## src/rtl/reorder_buffer_pkg.sv

```systemverilog
// Shared constants for the reorder buffer: sizing, instruction type codes and
// entry state encodings.
package reorder_buffer_pkg;

    localparam int ROB_SIZE       = 8;
    localparam int ROB_SIZE_WIDTH = 3;

    // Instruction type codes (RV32I major opcodes)
    localparam logic [6:0] R_TYPE = 7'b0110011;
    localparam logic [6:0] I_TYPE = 7'b0010011;
    localparam logic [6:0] L_TYPE = 7'b0000011;
    localparam logic [6:0] S_TYPE = 7'b0100011;
    localparam logic [6:0] B_TYPE = 7'b1100011;

    typedef enum logic [1:0] {
        ROB_EMPTY  = 2'd0,
        ROB_ISSUED = 2'd1,
        ROB_READY  = 2'd2
    } rob_state_e;

    function automatic logic writes_rd(input logic [6:0] t);
        return !(t == S_TYPE || t == B_TYPE);
    endfunction

endpackage

```

## src/rtl/reorder_buffer.sv

```systemverilog
// Circular in-order retirement buffer: allocates RoB ids, captures CDB results,
// retires in program order and raises rob_clear on a branch mispredict.
module reorder_buffer
    import reorder_buffer_pkg::*;
#(
    parameter int ROB_SIZE       = reorder_buffer_pkg::ROB_SIZE,
    parameter int ROB_SIZE_WIDTH = reorder_buffer_pkg::ROB_SIZE_WIDTH
) (
    input  logic                      clk,
    input  logic                      rst,
    input  logic                      rdy,
    input  logic                      issue_valid,
    input  logic [6:0]                issue_type,
    input  logic [4:0]                issue_rd,
    input  logic                      issue_ready,
    input  logic [31:0]               issue_value,
    input  logic [31:0]               issue_alt_pc,
    input  logic                      issue_pred_taken,
    output logic                      rob_full,
    output logic [ROB_SIZE_WIDTH-1:0] rob_tail_id,
    output logic [ROB_SIZE_WIDTH-1:0] rob_head_id,
    input  logic                      rs_ready,
    input  logic [ROB_SIZE_WIDTH-1:0] rs_rob_id,
    input  logic [31:0]               rs_value,
    input  logic                      lsb_ready,
    input  logic [ROB_SIZE_WIDTH-1:0] lsb_rob_id,
    input  logic [31:0]               lsb_value,
    input  logic [ROB_SIZE_WIDTH-1:0] query_id1,
    input  logic [ROB_SIZE_WIDTH-1:0] query_id2,
    output logic                      query_ready1,
    output logic                      query_ready2,
    output logic [31:0]               query_value1,
    output logic [31:0]               query_value2,
    output logic                      commit_valid,
    output logic [4:0]                commit_rd,
    output logic [31:0]               commit_value,
    output logic [ROB_SIZE_WIDTH-1:0] commit_rob_id,
    output logic                      commit_store,
    output logic                      rob_clear,
    output logic [31:0]               clear_pc
);

    localparam int CW = ROB_SIZE_WIDTH + 1;

    rob_state_e          r_state   [ROB_SIZE];
    logic [6:0]          r_type    [ROB_SIZE];
    logic [4:0]          r_rd      [ROB_SIZE];
    logic [31:0]         r_value   [ROB_SIZE];
    logic [31:0]         r_alt_pc  [ROB_SIZE];
    logic                r_pred    [ROB_SIZE];
    logic [ROB_SIZE_WIDTH-1:0] r_head, r_tail;
    logic [CW-1:0]       r_count;

    logic w_full, w_issue, w_retire, w_mispred;

    assign w_full    = (r_count == CW'(ROB_SIZE));
    assign w_issue   = issue_valid && !w_full && !rob_clear;
    assign w_retire  = (r_state[r_head] == ROB_READY) && !rob_clear;
    assign w_mispred = (r_type[r_head] == B_TYPE) && (r_value[r_head][0] != r_pred[r_head]);

    assign rob_full    = w_full;
    assign rob_tail_id = r_tail;
    assign rob_head_id = r_head;

    // A stored result wins; otherwise bypass from this cycle's broadcast, rs first.
    always_comb begin
        query_ready1 = 1'b1;
        query_value1 = '0;
        if (r_state[query_id1] == ROB_READY)           query_value1 = r_value[query_id1];
        else if (rs_ready && rs_rob_id == query_id1)   query_value1 = rs_value;
        else if (lsb_ready && lsb_rob_id == query_id1) query_value1 = lsb_value;
        else                                           query_ready1 = 1'b0;

        query_ready2 = 1'b1;
        query_value2 = '0;
        if (r_state[query_id2] == ROB_READY)           query_value2 = r_value[query_id2];
        else if (rs_ready && rs_rob_id == query_id2)   query_value2 = rs_value;
        else if (lsb_ready && lsb_rob_id == query_id2) query_value2 = lsb_value;
        else                                           query_ready2 = 1'b0;
    end

    always_ff @(posedge clk) begin
        if (rst) begin
            r_head        <= '0;
            r_tail        <= '0;
            r_count       <= '0;
            commit_valid  <= 1'b0;
            commit_rd     <= '0;
            commit_value  <= '0;
            commit_rob_id <= '0;
            commit_store  <= 1'b0;
            rob_clear     <= 1'b0;
            clear_pc      <= '0;
            for (int i = 0; i < ROB_SIZE; i++) r_state[i] <= ROB_EMPTY;
        end else if (rob_clear) begin
            // The flush completes on the edge after the pulse even if rdy drops,
            // so the pulse is never seen twice and the flush is never lost.
            r_head       <= '0;
            r_tail       <= '0;
            r_count      <= '0;
            rob_clear    <= 1'b0;
            commit_valid <= 1'b0;
            commit_store <= 1'b0;
            for (int i = 0; i < ROB_SIZE; i++) r_state[i] <= ROB_EMPTY;
        end else if (!rdy) begin
            commit_valid <= 1'b0;
            commit_store <= 1'b0;
        end else begin
            commit_valid <= 1'b0;
            commit_store <= 1'b0;
            for (int i = 0; i < ROB_SIZE; i++) begin
                if (rs_ready && rs_rob_id == ROB_SIZE_WIDTH'(i) && r_state[i] == ROB_ISSUED) begin
                    r_value[i] <= rs_value;
                    r_state[i] <= ROB_READY;
                end
                if (lsb_ready && lsb_rob_id == ROB_SIZE_WIDTH'(i) && r_state[i] == ROB_ISSUED) begin
                    r_value[i] <= lsb_value;
                    r_state[i] <= ROB_READY;
                end
            end
            if (w_retire) begin
                r_state[r_head] <= ROB_EMPTY;
                commit_valid    <= writes_rd(r_type[r_head]) && (r_rd[r_head] != 5'd0);
                commit_store    <= (r_type[r_head] == S_TYPE);
                commit_rd       <= r_rd[r_head];
                commit_value    <= r_value[r_head];
                commit_rob_id   <= r_head;
                if (w_mispred) begin
                    rob_clear <= 1'b1;
                    clear_pc  <= r_alt_pc[r_head];
                end
            end
            // Tail entry is EMPTY whenever issue is allowed, so no clash with capture/retire.
            if (w_issue) begin
                r_type[r_tail]   <= issue_type;
                r_rd[r_tail]     <= issue_rd;
                r_alt_pc[r_tail] <= issue_alt_pc;
                r_pred[r_tail]   <= issue_pred_taken;
                r_value[r_tail]  <= issue_value;
                r_state[r_tail]  <= issue_ready ? ROB_READY : ROB_ISSUED;
            end
            r_head  <= r_head + ROB_SIZE_WIDTH'(w_retire);
            r_tail  <= r_tail + ROB_SIZE_WIDTH'(w_issue);
            r_count <= r_count + CW'(w_issue) - CW'(w_retire);
        end
    end

endmodule
```

## config.mk

```make
export PLATFORM = sky130hd
export DESIGN_NAME = reorder_buffer
export DESIGN_NICKNAME = d
export VERILOG_FILES = /design/src/rtl/reorder_buffer_pkg.sv /design/src/rtl/reorder_buffer.sv
export SDC_FILE = /design/constraint.sdc
export NUM_CORES = 1
export LEC_CHECK = 0
export BUFFER_PORTS_ARGS = -buffer_cell sky130_fd_sc_hd__buf_2
export CAP_MARGIN = 20
export CORE_MARGIN = 2
export CORE_UTILIZATION = 55
export DETAILED_ROUTE_END_ITERATION = 16
export GPL_TIMING_DRIVEN = 1
export PLACE_DENSITY = 0.85
export SLEW_MARGIN = 20
export SYNTH_ARGS = -nofsm -noshare
export SYNTH_HDL_FRONTEND = slang
export SYNTH_SLANG_ARGS = --single-unit
```

## constraint.sdc

```tcl
create_clock -name clk -period 11.73 [get_ports clk]
set_input_delay 2.9325 -clock clk [delete_from_list [all_inputs] [get_ports clk]]
set_output_delay 2.9325 -clock clk [all_outputs]
set_load 0.005 [all_outputs]
```

# Word-level counts from Yosys, hierarchy flattened
# Memory sizes are Yosys's and may differ from the RTL's. A register that Yosys moved wholly into a read port is not among the register bits.
# Index checks and enable logic that the tools add are counted.
dict set report totals {
  rom_bits 0
  latchBits 0
  ff_bits 53
  mem_bits_rw 632
  output_inout_bits 148
  input_bits 160
  wordCells 290
  n_memories 6
}
# memory depth width rd rd_clocked_by_memory_dff wr line
set mem_list {}
lappend mem_list {r_alt_pc 8 32 1 1 1 reorder_buffer.sv:49} ;# logic [31:0] r_alt_pc [ROB_SIZE];
lappend mem_list {r_value 8 32 3 1 9 reorder_buffer.sv:48} ;# logic [31:0] r_value [ROB_SIZE];
lappend mem_list {r_type 8 7 1 1 1 reorder_buffer.sv:46} ;# logic [6:0] r_type [ROB_SIZE];
lappend mem_list {r_rd 8 5 1 1 1 reorder_buffer.sv:47} ;# logic [4:0] r_rd [ROB_SIZE];
lappend mem_list {r_state 8 2 11 1 10 reorder_buffer.sv:45} ;# rob_state_e r_state [ROB_SIZE];
lappend mem_list {r_pred 8 1 1 1 1 reorder_buffer.sv:50} ;# logic r_pred [ROB_SIZE];
dict set report classes {
  bitwise_logic 35
  n_div 0
  n_reduce_logical 52
  shift 0
  eq_ne 33
  mux 151
  multipliers 0
  addsub 4
  n_lt_le_gt_ge 0
}
# op n
set ops {}
lappend ops {{32-bit two-way mux} 14}
lappend ops {{1-bit two-way mux} 102}
lappend ops {{2-bit two-way mux} 25}
lappend ops {{1-bit logical AND} 41}
lappend ops {{1-bit OR} 32}
lappend ops {{3-bit two-way mux} 10}
lappend ops {{3-bit equality test (second input constant)} 8}
lappend ops {{2-bit by 1-bit equality test with 1-bit output (second input constant)} 8}
lappend ops {{3-bit by 2-bit equality test with 1-bit output (second input constant)} 4}
lappend ops {{3-bit equality test} 4}
lappend ops {{7-bit by 6-bit equality test with 1-bit output (second input constant)} 1}
lappend ops {{7-bit equality test (second input constant)} 1}
lappend ops {{3-bit by 1-bit adder with 3-bit output} 2}
lappend ops {{2-bit equality test (second input constant)} 3}
lappend ops {{3-bit by 1-bit equality test with 1-bit output (second input constant)} 2}
lappend ops {{3-bit logical NOT} 2}
lappend ops {{5-bit nonzero test} 1}
lappend ops {{4-bit by 1-bit adder with 4-bit output} 1}
lappend ops {{4-bit equality test (second input constant)} 1}
lappend ops {{4-bit AND reduction} 1}
lappend ops {{4-bit OR reduction} 1}
lappend ops {{4-bit by 1-bit subtractor with 4-bit output} 1}
lappend ops {{1-bit logical NOT} 3}
lappend ops {{1-bit NOT} 3}
lappend ops {{4 further kinds} 4}

# Longest topological paths before layout
dict set report depth {
  word_depth 10
  ltp_mapped 14
  ltp_nobuf 14
}

# Least setup slack after synthesis
# Ideal clock, no wire load.
dict set report synth_path {
  path_kind {input-to-output}
  start {in query_id2[0]}
  end {out query_value2[23]}
  path_buffers 3
  t_arrival_ns 4.585
  stages 6
  required_time_ns 8.797
  path_slack_ns 4.213
  path_cell_list {clkbuf_1 > clkbuf_1 > buf_2 > mux4_2 > mux2i_1 > a21oi_1}
}
dict set report synth_via {
  elab_chain_len 5
  elab_cells_between_ends 10
  cone_classes {eq/ne (3); mux (3); reduce/logical (2); memory (2)}
}
# element line
set synth_rtl {}
lappend synth_rtl {{from (decl)} reorder_buffer.sv:29} ;# input logic [ROB_SIZE_WIDTH-1:0] query_id2,
lappend synth_rtl {{parallel branches: the longest is 4 deep, another holds memory read 8 x 2 bit} n/a}
lappend synth_rtl {{32-bit two-way mux (*)} reorder_buffer.sv:76} ;# if (r_state[query_id2] == ROB_READY) query_value2 = r_value[query_id2];
lappend synth_rtl {{to (decl)} reorder_buffer.sv:33} ;# output logic [31:0] query_value2,
# Mark *: on every way between the ends.

# Worst setup path in the final report
dict set report layout_path {
  start {in query_id1[1]}
  end {out query_value1[3]}
}
dict set report layout_via {
  elab_chain_len 5
  elab_cells_between_ends 10
  cone_classes {eq/ne (3); mux (3); reduce/logical (2); memory (2)}
}
# element line
set layout_rtl {}
lappend layout_rtl {{from (decl)} reorder_buffer.sv:28} ;# input logic [ROB_SIZE_WIDTH-1:0] query_id1,
lappend layout_rtl {{parallel branches: the longest is 4 deep, another holds memory read 8 x 2 bit} n/a}
lappend layout_rtl {{32-bit two-way mux (*)} reorder_buffer.sv:69} ;# if (r_state[query_id1] == ROB_READY) query_value1 = r_value[query_id1];
lappend layout_rtl {{to (decl)} reorder_buffer.sv:32} ;# output logic [31:0] query_value1,
# Marked as above.

==> impl_metrics.env <==
export IMPL_status="finished clean"
export IMPL_powerDensity_nw_per_um2=140.7
export IMPL_synth_compound_area_share_pct=8.611
export IMPL_clock_sinks=720
export IMPL_grt_setup_unrepaired="false"
export IMPL_synthAdderAreaFrac_pct=0.3463
export IMPL_vias=26820
export IMPL_post_route_drc_count=0
export IMPL_finalCriticalPeriod_ns=8.833
export IMPL_setup_violations_final=0
export IMPL_die_y_um=267.9
export IMPL_avgRoutedWirePerCell_um=29.12
export IMPL_cts_resized=0
export IMPL_vdd_drop_max_mv=0.1399
export IMPL_hpwl_um=65760
export IMPL_critPathLaunchType="primary input"
export IMPL_root_buffer="clkbuf_16"
export IMPL_critPathArrivalTime_ns=5.90
export IMPL_path_clk_slew_ns=0.06
export IMPL_yosysTopAreaCellShare_pct=49.55
export IMPL_yosysTopAreaCell="edfxtp_1"
export IMPL_hold_path_class="flip-flop to flip-flop"
export IMPL_dieArea_um2=71770
export IMPL_start_util_pct=55.65
export IMPL_p_leak_nw=15.46
export IMPL_wl_met2_um=53780
export IMPL_syn_inst=2773
export IMPL_core_um2=68830
export IMPL_synthMuxAreaShare_pct=26.78
export IMPL_syn_avg_cell_area_um2=13.81
export IMPL_drt_wl_total_um=112900
export IMPL_antenna_found_initial=24
export IMPL_synth_top_family_by_area="multiplexers"
export IMPL_yosys_top_cells_area="edfxtp_1 (50%), mux4_2 (16%), mux2i_1 (11%), dfxtp_1 (4.6%), a21oi_1 (3.0%)"
export IMPL_finalClockSkew_ns=0.02816
export IMPL_grt_ovfl_total=0
export IMPL_path_class="primary input to primary output"
export IMPL_worstPathCellList="buf_4 -> buf_4 -> xnor2_1 -> nand4_1 -> nor2_4 -> a221oi_1 -> a21oi_1 -> buf_2"
export IMPL_pin_count=308
export IMPL_maxCapViolations=0
export IMPL_nNetsFinal=3043
export IMPL_syn_area_um2=38300
export IMPL_layout_drive_gt1_share_pct=27.73
export IMPL_fill_cells=4947
export IMPL_place_gp_congestion=0.8989
export IMPL_drv_slew=0
export IMPL_hold_viol=0
export IMPL_grt_pass1_vias=26590
export IMPL_critPathMaxFanout=37
export IMPL_critPathRequiredTime_ns=8.80
export IMPL_cts_buffers=76
export IMPL_slowest_stage="nor2_4"
export IMPL_drtAntennaViolNets=0
export IMPL_period_share_pct=75.30
export IMPL_h_tree_depth=3
export IMPL_groute_usage_overall_pct=31.17
export IMPL_worst_pin_slew_ns=1.123
export IMPL_post_cts_buffers=0
export IMPL_rows=96
export IMPL_slowest_delay_ns=0.82
export IMPL_slew_headroom_pct=25.11
export IMPL_port_buffers=307
export IMPL_synth_ff_type="edfxtp_1"
export IMPL_synthArstFlopShare_pct=0
export IMPL_ys_warn_count=0
export IMPL_grt_pass1_wl_um=165300
export IMPL_endpoint_kind="primary output"
export IMPL_wl_met3_um=15190
export IMPL_clockBufferDepth=3
export IMPL_p_total_mw=5.981
export IMPL_highest_layer="met5"
export IMPL_synth_edf_count=632
export IMPL_drtIter0Drc=3970
export IMPL_finalSetupTns_ns=0
export IMPL_ctsHoldBuffers=0
export IMPL_ys_ff_latch=720
export IMPL_viasPerCell=6.918
export IMPL_synth_xor_area_share_pct=0.3887
export IMPL_clock_latency_ns=0.63
export IMPL_synth_simple_area_share_pct=5.553
export IMPL_dr_pass1_iters=8
export IMPL_crit_top_cell="buf_4"
export IMPL_syn_nets=2943
export IMPL_grt_max_degree=70
export IMPL_max_freq_mhz=113.2
export IMPL_seq_area_frac_synth_pct=54.15
export IMPL_yosysUniqueCellTypes=58
export IMPL_m1WireLength_um=38250
export IMPL_syn_to_final_growth_pct=10.98
export IMPL_cts_tree="built"
export IMPL_fp_dieW_um=267.9
-- metal layers --
layer | vias up | global-route usage, %
met2 | 2096 | 49.87
met1 | 13160 | 38.58
met3 | 448 | 9.997
met4 | 26 | 15.13
li1 | 11090 | -
met5 | - | 0
-- report_power, final --
part           internal (mW)  total [mW]  leakage, nW  switching, mW
clock network           1.38        2.40         1.21           1.02
logic                  0.301       0.711         7.82          0.410
registers               2.84        2.87         6.43         0.0375
-- per-stage QoR --
stage | instances | setup WS [ns] | hold slack, ns | instance area (um2) | utilization [%]
after global routing | 3873 | 2.771 | 0.5201 | 42500 | 61.75
after floorplan | 2773 | 4.213 | 0.4604 | 38300 | -
after global placement | 3725 | 3.118 | 0.4605 | 40000 | 58.11
after detailed placement | 3725 | 2.986 | 0.4681 | 40000 | 58.11
final | 3877 | 2.897 | 0.4943 | 42510 | 61.76
after CTS | 3865 | 2.978 | 0.4937 | 42450 | 61.68
-- kinds of logic (layout without fill, tap and decap cells) --
group	Yosys count	count (layout)
AND/OR/NAND/NOR	473	473
buffers and inverters	355	517
multiplexers	680	680
flip-flops	720	720
adder cells (fa/ha/maj)	10	10
other	0	11
XOR/XNOR	17	17
AO/OA/AOI/OAI	518	518
-- cells in the mapped netlist (all sizes together), types with 6 or more instances --
cell type / n
nor3: 6
nand4b: 6
ha: 9
mux2i: 402
o21ai: 101
nor2b: 13
buf: 144
edfxtp: 632
a211oi: 39
dfxtp: 88
nand4: 11
nand2: 115
nor2: 266
inv: 18
a21oi: 229
nand2b: 12
a31oi: 36
a211o: 6
a41o: 32
xor2: 7
nor4b: 8
xnor2: 10
mux4: 275
a221oi: 64
clkbuf: 193
nand3: 7
-- sequential cells by signal, indices dropped and copies added, names as in the netlist, 3 cells and up, named ones only --
signal and flops:
clear_pc 32, commit_rd 5, commit_rob_id 3, commit_value 32
r_alt_pc 256, r_count 4, r_pred 8, r_rd 40
r_state 16, r_type 56, r_value 256, rob_head_id 3
rob_tail_id 3
-- worst max-delay path, delay by kind of cell --
family                    cells  cell delay (ns)
AOI/OAI and AO/OA             2             0.47
xor gates and xnor gates      1             0.19
and+or+nand+nor               2             1.00
buffers and inverters         3             1.26
-- final cells by class --
class / instances / area, um2 / area share [%]
antenna: 11 / 27.53 / 0.06476
clock buffer: 102 / 2111 / 4.966
clock inverter: 38 / 345.3 / 0.8124
inverter: 18 / 71.32 / 0.1678
multi-input combinational: 1698 / 16070 / 37.81
sequential: 720 / 20760 / 48.83
tap: 931 / 1165 / 2.740
timing repair buffer: 359 / 1959 / 4.609
-- cell usage in the layout (no fill, tap or decap), drive strengths merged, types with 7 or more instances in the layout --
master	instances
a21oi	229
nand2b	12
clkbuf	102
diode	11
dfxtp	88
mux4	275
ha	9
nor4b	8
a31oi	36
nand4	11
a41o	32
nor2	266
xnor2	10
nor2b	13
a221oi	64
edfxtp	632
nand2	115
xor2	7
nand3	7
clkinv	28
buf	359
mux2i	402
inv	21
a211oi	39
o21ai	101
-- final timing paths --
kind	startpoint	end	slack (ns)	cells after the start
max	query_id1[1]	query_value1[3]	2.90	8
min	clear_pc[22]	clear_pc[22]	0.49	2
max reg2reg	r_count[2]	r_state[4][1]	7.78	9
min reg2reg	clear_pc[22]	clear_pc[22]	0.49	2
No activity file was read; power rests on OpenSTA's default activity.
